$ cat src/rtl/data_memory_controller.sv
// Data-side access controller: turns level load/store requests from the
// core into valid/ready bus transactions and stalls the PC until done.
module data_memory_controller #(
   parameter int TIMEOUT_CYCLES = 255
) (
   input  logic        clk,
   input  logic        reset,
   input  logic        memory_read,
   input  logic        memory_write,
   input  logic [31:0] address,
   input  logic [31:0] write_data,
   input  logic [3:0]  write_mask,
   output logic [31:0] read_data,
   output logic        write_done,
   output logic        bus_error,
   output logic        bus_req,
   output logic        bus_we,
   output logic [31:0] bus_addr,
   output logic [31:0] bus_wdata,
   output logic [3:0]  bus_wmask,
   input  logic        bus_ready,
   input  logic        bus_rvalid,
   input  logic [31:0] bus_rdata
);

   localparam bit TO_EN = (TIMEOUT_CYCLES > 0);
   localparam int CW =
      TO_EN ? $clog2(TIMEOUT_CYCLES + 1) : 1;
   localparam logic [CW-1:0] LAST =
      CW'(TO_EN ? TIMEOUT_CYCLES - 1 : 0);

   typedef enum logic [1:0] {
      IDLE,
      REQ,
      WAIT_RESP,
      DONE
   } state_t;

   state_t        state;
   logic [CW-1:0] tmo_cnt;
   logic          req_in;
   logic          tmo_hit;

   assign req_in  = memory_read | memory_write;
   assign tmo_hit = TO_EN && (tmo_cnt == LAST);

   // stall the PC whenever a request is pending and not yet completing
   assign write_done = (state == DONE) |
                       ((state == IDLE) & ~req_in);

   // access sequencer with registered bus payload and completion flags
   always_ff @(posedge clk or posedge reset) begin
      if (reset) begin
         state     <= IDLE;
         tmo_cnt   <= '0;
         read_data <= '0;
         bus_error <= 1'b0;
         bus_req   <= 1'b0;
         bus_we    <= 1'b0;
         bus_addr  <= '0;
         bus_wdata <= '0;
         bus_wmask <= '0;
      end else begin
         bus_error <= 1'b0;
         unique case (state)
            IDLE: begin
               tmo_cnt <= '0;
               if (req_in) begin
                  state     <= REQ;
                  bus_req   <= 1'b1;
                  bus_we    <= memory_write;
                  bus_addr  <= {address[31:2], 2'b00};
                  bus_wdata <= write_data;
                  bus_wmask <= memory_write ? write_mask : 4'b0000;
               end
            end
            REQ: begin
               tmo_cnt <= tmo_cnt + 1'b1;
               if (bus_ready && bus_we) begin
                  state   <= DONE;
                  bus_req <= 1'b0;
               end else if (tmo_hit) begin
                  state     <= DONE;
                  bus_req   <= 1'b0;
                  bus_error <= 1'b1;
                  if (!bus_we) begin
                     read_data <= '0;
                  end
               end else if (bus_ready) begin
                  state   <= WAIT_RESP;
                  bus_req <= 1'b0;
               end
            end
            WAIT_RESP: begin
               tmo_cnt <= tmo_cnt + 1'b1;
               if (bus_rvalid) begin
                  state     <= DONE;
                  read_data <= bus_rdata;
               end else if (tmo_hit) begin
                  state     <= DONE;
                  bus_error <= 1'b1;
                  read_data <= '0;
               end
            end
            DONE: begin
               state   <= IDLE;
               tmo_cnt <= '0;
            end
         endcase
      end
   end

endmodule
$ cat config.mk
export PLATFORM = sky130hd
export DESIGN_NAME = data_memory_controller
export DESIGN_NICKNAME = d
export VERILOG_FILES = /design/src/rtl/data_memory_controller.sv
export SDC_FILE = /design/constraint.sdc
export NUM_CORES = 1
export LEC_CHECK = 0
export BUFFER_PORTS_ARGS = -buffer_cell sky130_fd_sc_hd__buf_2
export CAP_MARGIN = 10
export CELL_PAD_IN_SITES_DETAIL_PLACEMENT = 1
export CELL_PAD_IN_SITES_GLOBAL_PLACEMENT = 2
export CORE_MARGIN = 3
export CORE_UTILIZATION = 31
export DETAILED_ROUTE_END_ITERATION = 6
export PLACE_DENSITY_LB_ADDON = 0.1
export SYNTH_ARGS = -nofsm -noshare
export SYNTH_HDL_FRONTEND = slang
export SYNTH_SLANG_ARGS = --single-unit
$ cat constraint.sdc
create_clock -name clk -period 5.9 [get_ports clk]
set_clock_uncertainty 0.05 [all_clocks]
set_input_delay 1.18 -clock clk [delete_from_list [all_inputs] [get_ports clk]]
set_output_delay 1.18 -clock clk [all_outputs]
set_load 0.1 [all_outputs]
# Word-level counts from Yosys, hierarchy flattened

Index checks and enable logic that the tools add are counted.

Reductions and logical operators: 10
Mux-type cells: 24
Divide/modulo/power cells: 0
Multiply operators: 0
$add $sub $neg: 1
Bitwise logic cells: 4
Shift-type cells: 0
Equality and inequality tests: 10
Order comparisons: 0

Operators by type and width:

| cell                                           | number |
|---|---|
| 2-to-1 mux 32 bit                              | 5 |
| case mux 32 bit (2 select lines)               | 1 |
| case mux 8 bit (2 select lines)                | 1 |
| 2-to-1 mux 2 bit                               | 6 |
| adder 8 x 1 -> 8 bit (second input constant)   | 1 |
| == test 8 bit (second input constant)          | 1 |
| != test 2 bit (second input constant)          | 4 |
| case mux 2 bit (4 select lines)                | 1 |
| 2-to-1 mux 1 bit                               | 7 |
| AND reduction 3 bit                            | 2 |
| AND reduction 5 bit                            | 1 |
| == test 2 bit (second input constant)          | 2 |
| 2-to-1 mux 4 bit                               | 1 |
| != test 4 bit (second input constant)          | 1 |
| case mux 1 bit (2 select lines)                | 2 |
| nonzero test 2 bit                             | 2 |
| OR reduction 2 bit                             | 2 |
| != test 3 bit (second input constant)          | 1 |
| == test 2 x 1 -> 1 bit (second input constant) | 1 |
| zero test 2 bit                                | 1 |
| bitwise OR 1 bit                               | 2 |
| AND reduction 2 bit                            | 1 |
| bitwise AND 1 bit                              | 1 |
| logical AND 1 bit                              | 1 |
| NOT 1 bit                                      | 1 |

Latch bits: 0
Register bits: 111
Output and inout port bits: 104
Word-level logic and storage cells: 58
Memories: 0
Bits in read-only memories: 0
Input bits: 106
RAM bits: 0

# Longest topological paths before layout

Gate-level depths: netlist of the first run.

Depth in word-level cells: 4
Depth in mapped cells: 8
Mapped depth without buffers: 6

# Least setup slack after synthesis of the first run

Ideal clock, no wire load.

Kind: input -> output
Start: in memory_write
End: out write_done
Arrival time: 2.489 ns
Setup slack: 2.181 ns
Cell stages on the path: 3
Path buffers: 1
Cell sequence: clkbuf_1 > or3_1 > nand2b_1

Cells in the longest elaborated chain, start to end: 4

RTL lines:

| item              | RTL line | source |
|---|---|---|
| from (decl)       | 9        | `input logic memory_write,` |
| bitwise OR 1 bit  | 44       | `assign req_in = memory_read \| memory_write;` |
| NOT 1 bit         | 49       | `((state == IDLE) & ~req_in);` |
| bitwise AND 1 bit | 49       |  |
| bitwise OR 1 bit  | 48       | `assign write_done = (state == DONE) \|` |
| to (decl)         | 14       | `output logic write_done,` |

Every way passes these cells.

# Final worst setup path of the first run

Ends and elaborated chain as after synthesis.

==> metrics.log, run 1 <==
INFO  metric timing.setup.tns = 0 ps
INFO  metric setup.worst_path.class = input port to output port
INFO  metric yosys_register_bits = 111
INFO  metric yosysWarningCount = 0
INFO  metric flow.area_growth_from_synthesis = 33.03%
INFO  metric num-nets-final = 614
INFO  metric synth_seq_area_share = 62.73%
INFO  metric ant_nets = 0
INFO  metric yosys_most_used_dff = dfrtp_1
INFO  metric first_global_vias = 3436
INFO  metric final_util = 42.27%
INFO  metric io_buffer_count = 205
INFO  metric critPathRequiredTime = 4670 ps
INFO  metric timing.critical_path.fanout_max = 7
INFO  metric track_usage = 14.84%
INFO  metric drt_drc_violations_left = 0
INFO  metric netlist_instances = 299
INFO  metric dp_hpwl = 8546 microns
INFO  metric drt_first_pass_iters = 4
INFO  metric initial_core_utilization = 31.78%
INFO  metric cts_setup_buffers = 0
INFO  metric cts.repair.resized = 0
INFO  metric chipHeight = 125.5 microns
INFO  metric num-fill-cells = 1536
INFO  metric timing_worst_slew_pin_value = 833.3 ps
INFO  metric clock_tree.htree_level_count = 3
INFO  metric routedWlPerCell = 16.83 microns
INFO  metric gr-total-overflow = 0
INFO  metric die-area = 15750 sq um
INFO  metric wire_length_of_the_first_global_routing_pass = 18520 microns
INFO  metric design.portCount = 210
INFO  metric die_x = 125.5 microns
INFO  metric crit_path_start = memory_write
INFO  metric max_cap_violations = 0
INFO  metric rows = 43
INFO  metric finalCriticalPeriod = 3553 ps
INFO  metric avgViaCountPerCell = 4.631
INFO  metric routabilityCongestion = 0.7443
INFO  metric hold_start = bus_wmask[1]
INFO  metric synth_async_sr_flop_share = 100.0%
INFO  metric number_of_hold_violations_in_the_final_report = 0
INFO  metric number_of_antenna_violations_at_the_first_check_in_global_routing = 0
INFO  metric grt_start_max_net_pins = 68
INFO  metric worst_hold_path_cell_count = 2
INFO  metric cts_inserted_buffers = 9
INFO  metric crit_path_start_kind = input port
INFO  metric critPathCaptureType = output port
INFO  metric drive_above_1_share = 58.10%
INFO  metric placement.cell_area = 5549 sq um
INFO  metric layout_worst_path_cycle_share = 60.23%
INFO  metric vias = 3177
INFO  metric hp-class = flip-flop to flip-flop
INFO  metric max_frequency = 281.4 MHz
INFO  metric fp.coreArea = 13930 sq um
INFO  metric cts_buffer_depth = 2
INFO  metric synth-edff-count = 0
INFO  metric grt_setup_unrepaired = no
INFO  metric r2r.worst_path.cells = 5
INFO  metric setup.worst_path.end = write_done
INFO  metric tritoncts = yes
INFO  metric cp_data_arrival_time = 2320 ps
INFO  metric detail_route.iter0.violations = 75
INFO  metric insertion_delay = 340 ps
INFO  metric totalWireLength = 11550 microns
INFO  metric cts.reportedPaths.clkPinSlew = 70 ps
INFO  metric slew_viol_final = 0
INFO  metric timing.slew.headroom = 44.44%
INFO  metric n_antenna_cell = 0
INFO  metric most_common_cell_after_layout_fill_and_taps_aside = buf_2
INFO  metric setup_violations = 0
INFO  metric hold_buffers = 0
INFO  metric result_of_the_run = finished clean
INFO  metric r2r-end = bus_wdata[7]
INFO  metric worst-r2r-setup-slack = 3570 ps
INFO  metric clock-sinks = 111
INFO  metric synth.cell_area = 4428 sq um
INFO  metric synthesized_area_divided_by_synthesized_cell_count = 14.81 sq um
INFO  metric r2r-start = state[0]
INFO  metric distinct_cell_type_count_of_the_synthesized_netlist = 38
INFO  metric final_cell_mix = 205 x buf_2, 111 x dfrtp_1, 62 x mux2_2, 33 x a22o_1, 15 x nand2_1
INFO  metric post_layout_instance_area = 5891 sq um
INFO  metric root_buffer = clkbuf_16
-- state kept, by name, summed over array words and instances, names as in the netlist --
name / count
bus_addr: 30
bus_error: 1
bus_req: 1
bus_wdata: 32
bus_we: 1
bus_wmask: 4
read_data: 32
state: 2
tmo_cnt: 8
-- cell families (layout without fill, tap and decap cells) --
| kind of cell | count (synthesis) | count (layout) | synth area share [%] |
|---|---|---|---|
| xor+xnor | 4 | 4 | 0.7913 |
| fa+ha+maj | 6 | 6 | 1.695 |
| compound gates | 49 | 49 | 9.155 |
| flops | 111 | 111 | 62.73 |
| mux | 62 | 62 | 15.77 |
| buf+inv | 24 | 230 | 4.266 |
| other cells | 1 | 2 | 0.08469 |
| simple gates | 42 | 42 | 5.510 |
-- through the flow --
| stage | hold WS [ps] | std cells | setup WS [ps] |
|---|---|---|---|
| 2_1_floorplan | 400.5 | 300 | 1739 |
| 3_3_place_gp | 402.3 | 670 | 2350 |
| 3_5_place_dp | 405.9 | 670 | 2349 |
| 4_1_cts | 423.0 | 685 | 2319 |
| 5_1_grt | 438.9 | 686 | 2159 |
| 6_report | 418.2 | 686 | 2347 |
-- metal layers --
layer,vias up,part of all wire (%),track usage (%)
met5,-,0,0
met4,0,1.9,5.612
met3,15,7.3,4.528
met2,109,50,24.70
met1,1596,41,18.16
li1,1457,-,-
-- worst min path at each step --
stage | end
final | bus_wmask[1]
after global routing | bus_wmask[0]
after CTS | bus_wmask[1]
after detailed placement | bus_wmask[1]
after global placement | bus_wmask[1]
after floorplan | tmo_cnt[0]
-- cell type report --
class / instances / area, sq um / area share, %
clock buffer: 12 / 246.5 / 4.184
multi-input combinational: 165 / 1473 / 25.00
tap: 180 / 225.2 / 3.823
inverter: 6 / 25.02 / 0.4248
sequential: 111 / 2778 / 47.15
clock inverter: 3 / 67.56 / 1.147
timing repair buffer: 209 / 1076 / 18.27
-- critical path, stage by stage --
cell and delay (ps):
buf_2 150, or3_1 460, nand2b_1 110, buf_2 430
-- synthesized netlist by cell type, drive strengths merged, types with 4 or more instances --
| cell type | n | area, sq um |
|---|---|---|
| a22o | 33 | 289.0 |
| and2 | 4 | 25.02 |
| buf | 17 | 162.7 |
| dfrtp | 111 | 2778 |
| ha | 6 | 75.07 |
| inv | 6 | 22.52 |
| mux2 | 62 | 698.2 |
| nand2 | 15 | 56.30 |
| nand3 | 8 | 45.04 |
| nor2b | 4 | 25.02 |
| o21ai | 5 | 28.78 |
Power of run 1 is not shown: default switching activity piles up to over one toggle a cycle in this logic, so the estimate is an artifact.
==> inputs of run 2 (changes only) <==
Settings changed: CORE_UTILIZATION 31 to 29.
Clock period 5.9 ns to 3.52 ns, I/O delays scaled along.
==> run 2 against run 1 <==
Global-route usage down 1.0 points; wire length up 1.2%; first-iteration DRC count up 33%; sequential share of layout area down 0.060 points; sequential cell count unchanged; non-clock buffer count up 2; cell count up 1.0%; worst setup slack worse by 1900 ps; final area up 0.13%.
==> metrics.log, run 2 (synthesis gave the netlist of run 1 again) <==
INFO  metric result_of_the_run = finished clean (unchanged)
INFO  metric num-fill-cells = 1632 (was 1536)
INFO  metric timing.slew.headroom = 52.39% (was 44.44%)
INFO  metric insertion_delay = 350 ps (was 340 ps)
INFO  metric io_buffer_count = 205 (unchanged)
INFO  metric crit_path_start_kind = flip-flop (was input port)
INFO  metric wire_length_of_the_first_global_routing_pass = 17830 microns (was 18520 microns)
INFO  metric design.portCount = 210 (unchanged)
INFO  metric setup_violations = 0 (unchanged)
INFO  metric top_usage_layer = met2 (unchanged)
INFO  metric grt_util_met2 = 23.66% (was 24.70%)
INFO  metric finalCriticalPeriod = 3059 ps
INFO  metric ant_nets = 0 (unchanged)
INFO  metric rows = 44 (was 43)
INFO  metric slew_viol_final = 0 (unchanged)
INFO  metric final_cell_mix = 205 x buf_2, 111 x dfrtp_1, 62 x mux2_2, 33 x a22o_1, 15 x nand2_1 (unchanged)
INFO  metric grt_use_met3 = 4.823% (was 4.528%)
INFO  metric max_frequency = 326.9 MHz
INFO  metric grt_setup_unrepaired = no (unchanged)
INFO  metric cts.reportedPaths.clkPinSlew = 70 ps (about the same)
INFO  metric cts_buffer_depth = 2 (unchanged)
INFO  metric drive_above_1_share = 58.74% (was 58.10%)
INFO  metric cts_inserted_buffers = 9 (unchanged)
INFO  metric most_common_cell_after_layout_fill_and_taps_aside = buf_2 (unchanged)
INFO  metric cts.repair.resized = 0 (unchanged)
INFO  metric critPathCaptureType = output port (unchanged)
INFO  metric root_buffer = clkbuf_16 (unchanged)
INFO  metric vias = 3179 (was 3177)
INFO  metric layout_worst_path_cycle_share = 86.90%
INFO  metric clock_tree.htree_level_count = 3 (unchanged)
INFO  metric setup.worst_path.class = flip-flop to output port (was input port to output port)
INFO  metric timing_worst_slew_pin_value = 711.4 ps (was 833.3 ps)
INFO  metric initial_core_utilization = 30.01% (was 31.78%)
INFO  metric dp_hpwl = 8968 microns (was 8546 microns)
INFO  metric number_of_antenna_violations_at_the_first_check_in_global_routing = 1 (was 0)
INFO  metric avgViaCountPerCell = 4.587 (was 4.631)
INFO  metric clock-sinks = 111 (unchanged)
INFO  metric timing.critical_path.fanout_max = 7 (unchanged)
INFO  metric timing.setup.tns = 0 ps (unchanged)
INFO  metric hp-class = input port to async pin (was flip-flop to flip-flop)
INFO  metric die-area = 16790 sq um (was 15750 sq um)
INFO  metric tritoncts = yes (unchanged)
INFO  metric hold_buffers = 0 (unchanged)
INFO  metric gr-total-overflow = 0 (unchanged)
INFO  metric flow.area_growth_from_synthesis = 33.20% (was 33.03%)
INFO  metric max_cap_violations = 0 (unchanged)
INFO  metric fp.coreArea = 14750 sq um (was 13930 sq um)
INFO  metric grt_start_max_net_pins = 57 (was 68)
INFO  metric die_x = 129.6 microns (was 125.5 microns)
INFO  metric largestRegisters = bus_wdata (32), read_data (32), bus_addr (30) (unchanged)
INFO  metric number_of_hold_violations_in_the_final_report = 0 (unchanged)
INFO  metric grtUsageMet1 = 16.30% (was 18.16%)
INFO  metric critPathRequiredTime = 2770 ps (was 4670 ps)
INFO  metric n_antenna_cell = 0 (unchanged)
INFO  metric totalWireLength = 11690 microns (was 11550 microns)
INFO  metric num-nets-final = 616 (was 614)
INFO  metric drt_drc_violations_left = 0 (unchanged)
INFO  metric chipHeight = 129.6 microns (was 125.5 microns)
INFO  metric routabilityCongestion = 0.7134 (was 0.7443)
INFO  metric detail_route.iter0.violations = 100 (was 75)
INFO  metric track_usage = 13.84% (was 14.84%)
INFO  metric routedWlPerCell = 16.86 microns (was 16.83 microns)
INFO  metric first_global_vias = 3363 (was 3436)
INFO  metric drt_first_pass_iters = 4 (unchanged)
INFO  metric cts_setup_buffers = 0 (unchanged)
INFO  metric cp_data_arrival_time = 2300 ps (was 2320 ps)
INFO  metric worst-r2r-setup-slack = 1580 ps (was 3570 ps)
[run 2: cell type report]
cell class / instances / area, sq um / share of cell area, %
flip-flops and latches: 111 / 2778 / 47.09
multi-input cells: 165 / 1473 / 24.97
repair buffers: 211 / 1109 / 18.80
well taps: 184 / 230.2 / 3.903
clock buffers: 9 / 225.2 / 3.818
clock inverters: 7 / 57.56 / 0.9758
inverters: 6 / 26.28 / 0.4455
[run 2: worst max-delay path, stage by stage, from the launching register on]
cell and delay, ps:
dfrtp_1 400, inv_1 120, ha_1 330, inv_1 130, or3_1 440, nand2b_1 100
buf_2 430
[run 2: final timing paths]
| check | start | endpoint | depth (start not counted) |
|---|---|---|---|
| setup / recovery | state[1] | write_done | 6 |
| hold / removal | reset | bus_addr[23] | 2 |
| setup reg to reg | state[1] | read_data[19] | 7 |
| hold reg to reg | bus_wmask[0] | bus_wmask[0] | 2 |
| max in group asynchronous | reset | bus_wdata[5] | 3 |
| min in group clk | bus_wmask[0] | bus_wmask[0] | 2 |
[run 2: per-layer routing]
metal | up-vias | wire [microns]
li1 | 1466 | -
met1 | 1583 | 4751
met2 | 117 | 5855
met3 | 11 | 903
met4 | 2 | 160
met5 | - | 13
[run 2: through the flow]
step | instance area [sq um] | hold slack [ps] | worst slack (ps) | std cells | util (%)
after floorplan | 4436 | 400.5 | 752.7 | 300 | -
after global placement | 5615 | 401.8 | 849.6 | 677 | 38.06
after detailed placement | 5615 | 404.6 | 816.9 | 677 | 38.06
after CTS | 5898 | 361.4 | 415.1 | 693 | 39.98
after global routing | 5898 | 379.0 | 265.9 | 693 | 39.98
final | 5898 | 353.8 | 461.2 | 693 | 39.98
Power of run 2 is left out for the same reason.
